===== src/rtl/signexpmd.sv =====
`default_nettype none
// ---------------------------------------------------------------------------
// signexpmd : sign/exponent stage of the FPU multiply/divide unit (1-cycle).
// Rev 1.0
// ---------------------------------------------------------------------------
module signexpmd #(
  parameter int EW   = 11,
  parameter int LZW  = 6,
  parameter int QW   = 13,
  parameter int BIAS = 1023
) (
  input  logic          clk,
  input  logic          rst_n,
  input  logic          in_valid,
  input  logic          sa,
  input  logic [EW-1:0] ea,
  input  logic [LZW-1:0] lza,
  input  logic          sb,
  input  logic [EW-1:0] eb,
  input  logic [LZW-1:0] lzb,
  input  logic          fdiv,
  output logic          out_valid,
  output logic          sq,
  output logic [QW-1:0] eq,
  output logic          eq_ovf,
  output logic          eq_unf
);

  localparam logic signed [QW-1:0] C_EXP_MAX = QW'((2 ** EW) - 1);
  localparam logic signed [QW-1:0] C_BIAS    = QW'(BIAS);
  localparam logic signed [QW-1:0] C_ONE     = QW'(1);

  logic signed [QW-1:0] ua_w, ub_w, eq_d;
  logic                 sq_d, ovf_d, unf_d;

  logic                 valid_q, sq_q, ovf_q, unf_q;
  logic        [QW-1:0] eq_q;

  // A zero exponent field is a denormal whose true exponent is 1.
  always_comb begin
    ua_w  = ((ea == '0) ? C_ONE : QW'(ea)) - QW'(lza);
    ub_w  = ((eb == '0) ? C_ONE : QW'(eb)) - QW'(lzb);
    sq_d  = sa ^ sb;
    if (fdiv) eq_d = ua_w - ub_w + C_BIAS;
    else      eq_d = ua_w + ub_w - C_BIAS;
    ovf_d = (eq_d >= C_EXP_MAX);
    unf_d = eq_d[QW-1] || (eq_d == '0);
  end

  // Flags are registered so they clear on reset alongside eq.
  always_ff @(posedge clk) begin
    if (!rst_n) begin
      valid_q <= 1'b0;
      sq_q    <= 1'b0;
      eq_q    <= '0;
      ovf_q   <= 1'b0;
      unf_q   <= 1'b0;
    end else begin
      valid_q <= in_valid;
      if (in_valid) begin
        sq_q  <= sq_d;
        eq_q  <= eq_d;
        ovf_q <= ovf_d;
        unf_q <= unf_d;
      end
    end
  end

  assign out_valid = valid_q;
  assign sq        = sq_q;
  assign eq        = eq_q;
  assign eq_ovf    = ovf_q;
  assign eq_unf    = unf_q;

endmodule
`default_nettype wire


===== config.mk =====
export PLATFORM = sky130hd
export DESIGN_NAME = signexpmd
export DESIGN_NICKNAME = d
export VERILOG_FILES = /design/src/rtl/signexpmd.sv
export SDC_FILE = /design/constraint.sdc
export NUM_CORES = 1
export LEC_CHECK = 0
export CELL_PAD_IN_SITES_DETAIL_PLACEMENT = 2
export CELL_PAD_IN_SITES_GLOBAL_PLACEMENT = 2
export CORE_MARGIN = 3
export CORE_UTILIZATION = 31
export DETAILED_ROUTE_END_ITERATION = 10
export PLACE_DENSITY = 0.9
export SLEW_MARGIN = 15
export SYNTH_ARGS = -nofsm -noshare
export SYNTH_HDL_FRONTEND = slang
export SYNTH_SLANG_ARGS = --single-unit
export TNS_END_PERCENT = 10

===== constraint.sdc =====
create_clock -name clk -period 5.3 [get_ports clk]
set_input_delay 0.53 -clock clk [delete_from_list [all_inputs] [get_ports clk]]
set_output_delay 0.53 -clock clk [all_outputs]
set_load 0.01 [all_outputs]

## Yosys cells after proc, flatten, opt, wreduce, memory -nomap -nowiden

Index checks and enable logic that the tools add are counted.

- Register bits: 17
- Output and inout bits: 17

- $add $sub $neg: 6
- Order comparisons: 1
- Muxes and demuxes: 3
- Bitwise gates (word level): 1
- Reductions and logical operators: 4

Operators with widths:

| operator | number |
|---|---|
| 11-bit by 6-bit subtractor with 12-bit output | 2 |
| 11-bit logical NOT | 2 |
| 11-bit 2-to-1 mux | 2 |
| 12-bit by 12-bit adder with 13-bit output | 1 |
| 13-bit by 11-bit adder with 13-bit output, second input constant | 1 |
| 13-bit by 12-bit >= comparator with 1-bit output, second input constant | 1 |
| 13-bit logical NOT | 1 |
| 13-bit 2-to-1 mux | 1 |
| 12-bit by 12-bit subtractor with 13-bit output | 1 |
| 13-bit by 11-bit subtractor with 13-bit output, second input constant | 1 |
| 1-bit logical OR | 1 |
| 1-bit XOR | 1 |

## Depth between registers and ports, before layout

- Depth after elaboration: 8
- Mapped depth: 24
- Gate-level depth less buffers: 24

## Worst setup path after synthesis

No wires, ideal clock.

- Kind: input port to flip-flop
- From: input port eb[1]
- To: register ovf_q (netlist: eq_ovf)
- Library setup time: 128 ps
- Data arrival time: 4,255 ps
- Data required time: 5,172 ps
- Path slack: 918 ps
- Stages: 20
- Buffers on the path: 0
- Cell sequence: or4_1 nor4_1 nor2_1 ha_1 inv_1 a21o_1 a21o_1 a21oi_1 o21bai_1 xor2_1 ha_1 ha_1 and2_2 a2111o_1 o31ai_4 nand4_1 o211ai_4 nor3_2 a311oi_1 a211oi_1

- Word-level cells in the longest chain between the ends: 7
- Elaborated cells between the ends (all ways): 9

Ends and longest elaborated chain:

| item | RTL line | text |
|---|---|---|
| from (decl) | 19 | `input logic [EW-1:0] eb,` |
| 11-bit logical NOT | 42 | `ub_w = ((eb == '0) ? C_ONE : QW'(eb)) - QW'(lzb);` |
| 11-bit 2-to-1 mux * | 42 |  |
| 11-bit by 6-bit subtractor with 12-bit output * | 42 |  |
| 12-bit by 12-bit adder with 13-bit output / 12-bit by 12-bit subtractor with 13-bit output (equally long branches) | 45, 44 |  |
| 13-bit by 11-bit subtractor with 13-bit output / 13-bit by 11-bit adder with 13-bit output (equally long branches) | 45, 44 |  |
| 13-bit 2-to-1 mux * | 44 | `if (fdiv) eq_d = ua_w - ub_w + C_BIAS;` |
| 13-bit by 12-bit >= comparator with 1-bit output * | 46 | `ovf_d = (eq_d >= C_EXP_MAX);` |
| to (signal assigned) | 63 | `ovf_q <= ovf_d;` |
| to (decl) | 36 | `logic valid_q, sq_q, ovf_q, unf_q;` |

Mark *: on every way between the ends. The rest lies on a longest branch, timed or not.
A chain may end at the register's enable or synchronous reset.

## Final worst setup path

- From: input port ea[7]
- To: register ovf_q (netlist: eq_ovf)

- Word-level cells in the longest chain between the ends: 7
- Elaborated cells between the ends (all ways): 9

Ends and longest elaborated chain:

| item | RTL line | text |
|---|---|---|
| from (decl) | 16 | `input logic [EW-1:0] ea,` |
| 11-bit logical NOT | 41 | `ua_w = ((ea == '0) ? C_ONE : QW'(ea)) - QW'(lza);` |
| 11-bit 2-to-1 mux * | 41 |  |
| 11-bit by 6-bit subtractor with 12-bit output * | 41 |  |
| 12-bit by 12-bit adder with 13-bit output / 12-bit by 12-bit subtractor with 13-bit output (equally long branches) | 45, 44 |  |
| 13-bit by 11-bit subtractor with 13-bit output / 13-bit by 11-bit adder with 13-bit output (equally long branches) | 45, 44 |  |
| 13-bit 2-to-1 mux * | 44 |  |
| 13-bit by 12-bit >= comparator with 1-bit output * | 46 |  |

Marks and branches as above.

==> reports/results.ini <==
[setup_path]
cp.buffers_inverters=2
delay_contributed_by_the_slowest_stage_of_the_critical_path_ns=0.53
r2r_setup_slack_ns=4.32
critPathLaunch=ea[7]
crit_path_max_fanout=3
crit_path_top_delay_cell=clkdlybuf4s50_1
critical_path_depth=22
worstSetupPathType=in2reg
r2r.worst_path.cells=3
critical_path.cell_chain=clkdlybuf4s50_1, nor4_4, a31oi_1, ha_1, inv_1, fa_1, a21o_1, a21oi_2, nor2b_1, o21a_1, or3_4, nor2_2, xor2_1, ha_1, ha_1, a21oi_1, a31oi_1, a31oi_1, xor2_1, mux2i_2, a311oi_2, a211oi_1
crit_family=compound AO/OA/AOI/OAI gates
crit_path_start_kind=primary input
endpoint_of_the_worst_setup_timing_path=eq_ovf
worst_r2r_startpoint=eq_ovf
cp_data_arrival_time_ns=5.21
worst_setup_path_end_kind=flip-flop
critical_path.reg2reg.endpoint=eq_ovf
cp.required_ns=5.43

[global_routing]
met2_usage_pct=32.6
groute.layer.met3.usage_pct=1.43
antenna_found_initial=0
overflow_after_grt=0
grt_pass1_wl_um=14300
grt_start_max_net_pins=32
grt.met1_usage_pct=20.1
grt.busiest_layer=met2
grt_pass1_vias=2989
track_usage_pct=16.9

[yosys]
synth_enable_flop_cells=0
syn-instance-count=354
synthFlopType=dfxtp_1
ys.warnings.count=0
synth.avg_cell_area_um2=8.05
asyncSetResetFlopFracSynth_pct=0
synth-seq-area-share_pct=11.9
netlist_area_pre_place_um2=2850
synthesized_netlist_net_count=456
synth_seq_cells=17
netlist-cell-type-count=54

[routing]
via_per_inst=5.27
drtIter0Drc=56
drt-pass1-iter-count=4
detail_route.wl_per_cell_um=16.8
postRouteAntennaNets=0
drcViolationCount=0
wl_um=8810
vias=2758

[sta]
relative_slew_slack_pct=66.3
setup_tns_ns=0
timing.fmax_mhz=197
finalCritPeriodShare_pct=95.9
finalMaxSlewViolations=0
final_period_minus_worst_setup_slack_ns=5.08
report.final.hold_viol_count=0
setup_viol=0
finClkSkew_ns=0
timing_worst_slew_pin_value_ns=0.505
final.hold.worst_slack_ns=0.496

[placed_design]
io_buffer_count=56
hpwlAfterDp_um=7640
gpl.final_weighted_congestion=0.906
place_area_um2=3580

[power]
power_leakage_nw=1.77
total_power_w=0.00118
vdd_ir_drop_max_mv=0.0881
powerDensity_nw_per_um2=314

[die]
fp.dieH_um=102
initial_utilization_pct=32.4
die_span_in_x_um=102
placement_rows=34
floorplan.die_area_um2=10400
core_outline_area_um2=8810
io_pins=57

[run]
timing.max_cap.violations=0

[outcome]
status=complete, no violations

[layout]
final_layout_size_suffix_gt1_share_pct=12.8
diodes=0
nets=518
final_design_area_no_fill_um2=3770
area.growth.synth_to_final_pct=32.2

[clock_tree]
cts-buffers-inserted=3
cts.sink_count=17
clock_pin_slew_on_the_worst_setup_and_hold_paths_ns=0.07
cts_root_buffer=clkbuf_8
cts_tree=built
clk_path_buf_depth=2
cts-htree-levels=1
insertion_delay_of_the_later_clocked_pin_in_the_worst_skew_pair_ns=0.25

[hold_path]
timing.hold.worst.class=reg2reg

==> cells by family after synthesis <==
logic type	count (synthesis)	share of synthesized area, %
muxes	6	2.11
AOI/OAI and AO/OA	89	22.8
xor gates and xnor gates	33	10.1
and+or+nand+nor	79	15.0
adders and majority gates	62	28.3
buffers and inverters	68	9.71
DFF	17	11.9
==> flip-flops by register name, indices dropped and copies added (netlist names) <==
signal     flops
eq_ovf         1
eq_unf         1
sq             1
out_valid      1
eq            13
==> metal layers <==
metal  vias up  part of all wire (%)  wire length, um
li1       1364                     -                -
met1      1315                    44             3850
met2        66                    51             4520
met3        13                   3.5              309
met4         0                   1.4              127
met5         -                     0                0
==> cell usage in the layout (no fill, tap or decap), types with 4 or more instances in the layout <==
cell	instances
ha_1	54
clkdlybuf4s50_1	53
inv_1	52
nor2_1	25
xnor2_1	17
dfxtp_1	17
buf_4	17
a211oi_1	16
xor2_1	15
a21o_1	12
o21ai_0	12
a21oi_1	8
nand2_1	8
a31oi_1	7
nor3_1	6
o21a_1	5
nor2b_1	4
mux2i_1	4
fa_1	4
ha_2	4
==> power breakdown <==
| group | switching [W] | internal, W | leakage [nW] | total, W |
|---|---|---|---|---|
| Clock | 0.0000451 | 0.0000522 | 0.0255 | 0.0000974 |
| Sequential | 0.0000114 | 0.000149 | 0.141 | 0.000160 |
| Combinational | 0.000502 | 0.000424 | 1.61 | 0.000925 |
==> cell usage after synthesis (2+ instances only) <==
cell type / n / share of area (%)
a211oi_1: 16 / 4.2
a21o_1: 12 / 3.2
a21oi_1: 11 / 1.9
a2bb2oi_1: 2 / 0.61
a311oi_1: 3 / 0.92
a31oi_1: 7 / 1.5
and2_1: 2 / 0.44
and2b_1: 2 / 0.53
and4_1: 3 / 0.92
clkbuf_1: 13 / 1.7
clkbuf_8: 2 / 0.97
dfxtp_1: 17 / 12
fa_1: 4 / 2.8
ha_1: 58 / 25
inv_1: 52 / 6.9
mux2i_1: 6 / 2.1
nand2_1: 8 / 1.1
nand2b_1: 2 / 0.44
nand4_1: 2 / 0.44
nor2_1: 26 / 3.4
nor2b_1: 4 / 0.88
nor3_1: 8 / 1.4
nor3b_1: 2 / 0.53
nor4_1: 5 / 1.1
o211a_1: 2 / 0.70
o211ai_1: 3 / 0.79
o21a_1: 5 / 1.3
o21ai_0: 13 / 2.3
o21bai_1: 3 / 0.79
o22ai_1: 2 / 0.44
o31a_1: 2 / 0.61
or3_1: 4 / 0.88
xnor2_1: 17 / 5.2
xor2_1: 16 / 4.9
==> layout make-up <==
class,instances,area [um2]
Inverter,52,195
Tap cell,108,135
Clock buffer,3,41.3
Sequential cell,17,340
Timing Repair Buffer,73,696
Multi-Input combinational cell,269,2350
Clock inverter,1,5.00
Fill cell,1008,5040
==> worst min-delay path, cell delays in order (launching register included) <==
cell and delay [ns]:
dfxtp_1 0.31, nor2_1 0.08, a211oi_1 0.05
==> worst min path at each step <==
stage,from,end,cells past startpoint
final,sq,sq,2
after global routing,eq[3],eq[3],2
after CTS,eq[3],eq[3],2
after detailed placement,eq[6],eq[6],2
after global placement,eq[12],eq[12],1
after floorplan,eq[0],eq[0],2
==> metrics by stage <==
stage	util (%)	setup WS, ns	instances
after floorplan	-	0.918	354
after global placement	40.6	-0.0300	517
after detailed placement	40.6	-0.412	517
after CTS	41.4	0.00384	521
after global routing	42.8	-0.0913	523
final	42.8	0.218	523
==> repair_timing <==
action,in CTS,in global routing
buffers inserted,0,2
resized for setup,4,25
setup endpoints to repair,3,6
pin swaps,0,11
hold buffers,0,0
Note: power is estimated with default switching activity, not from simulation.
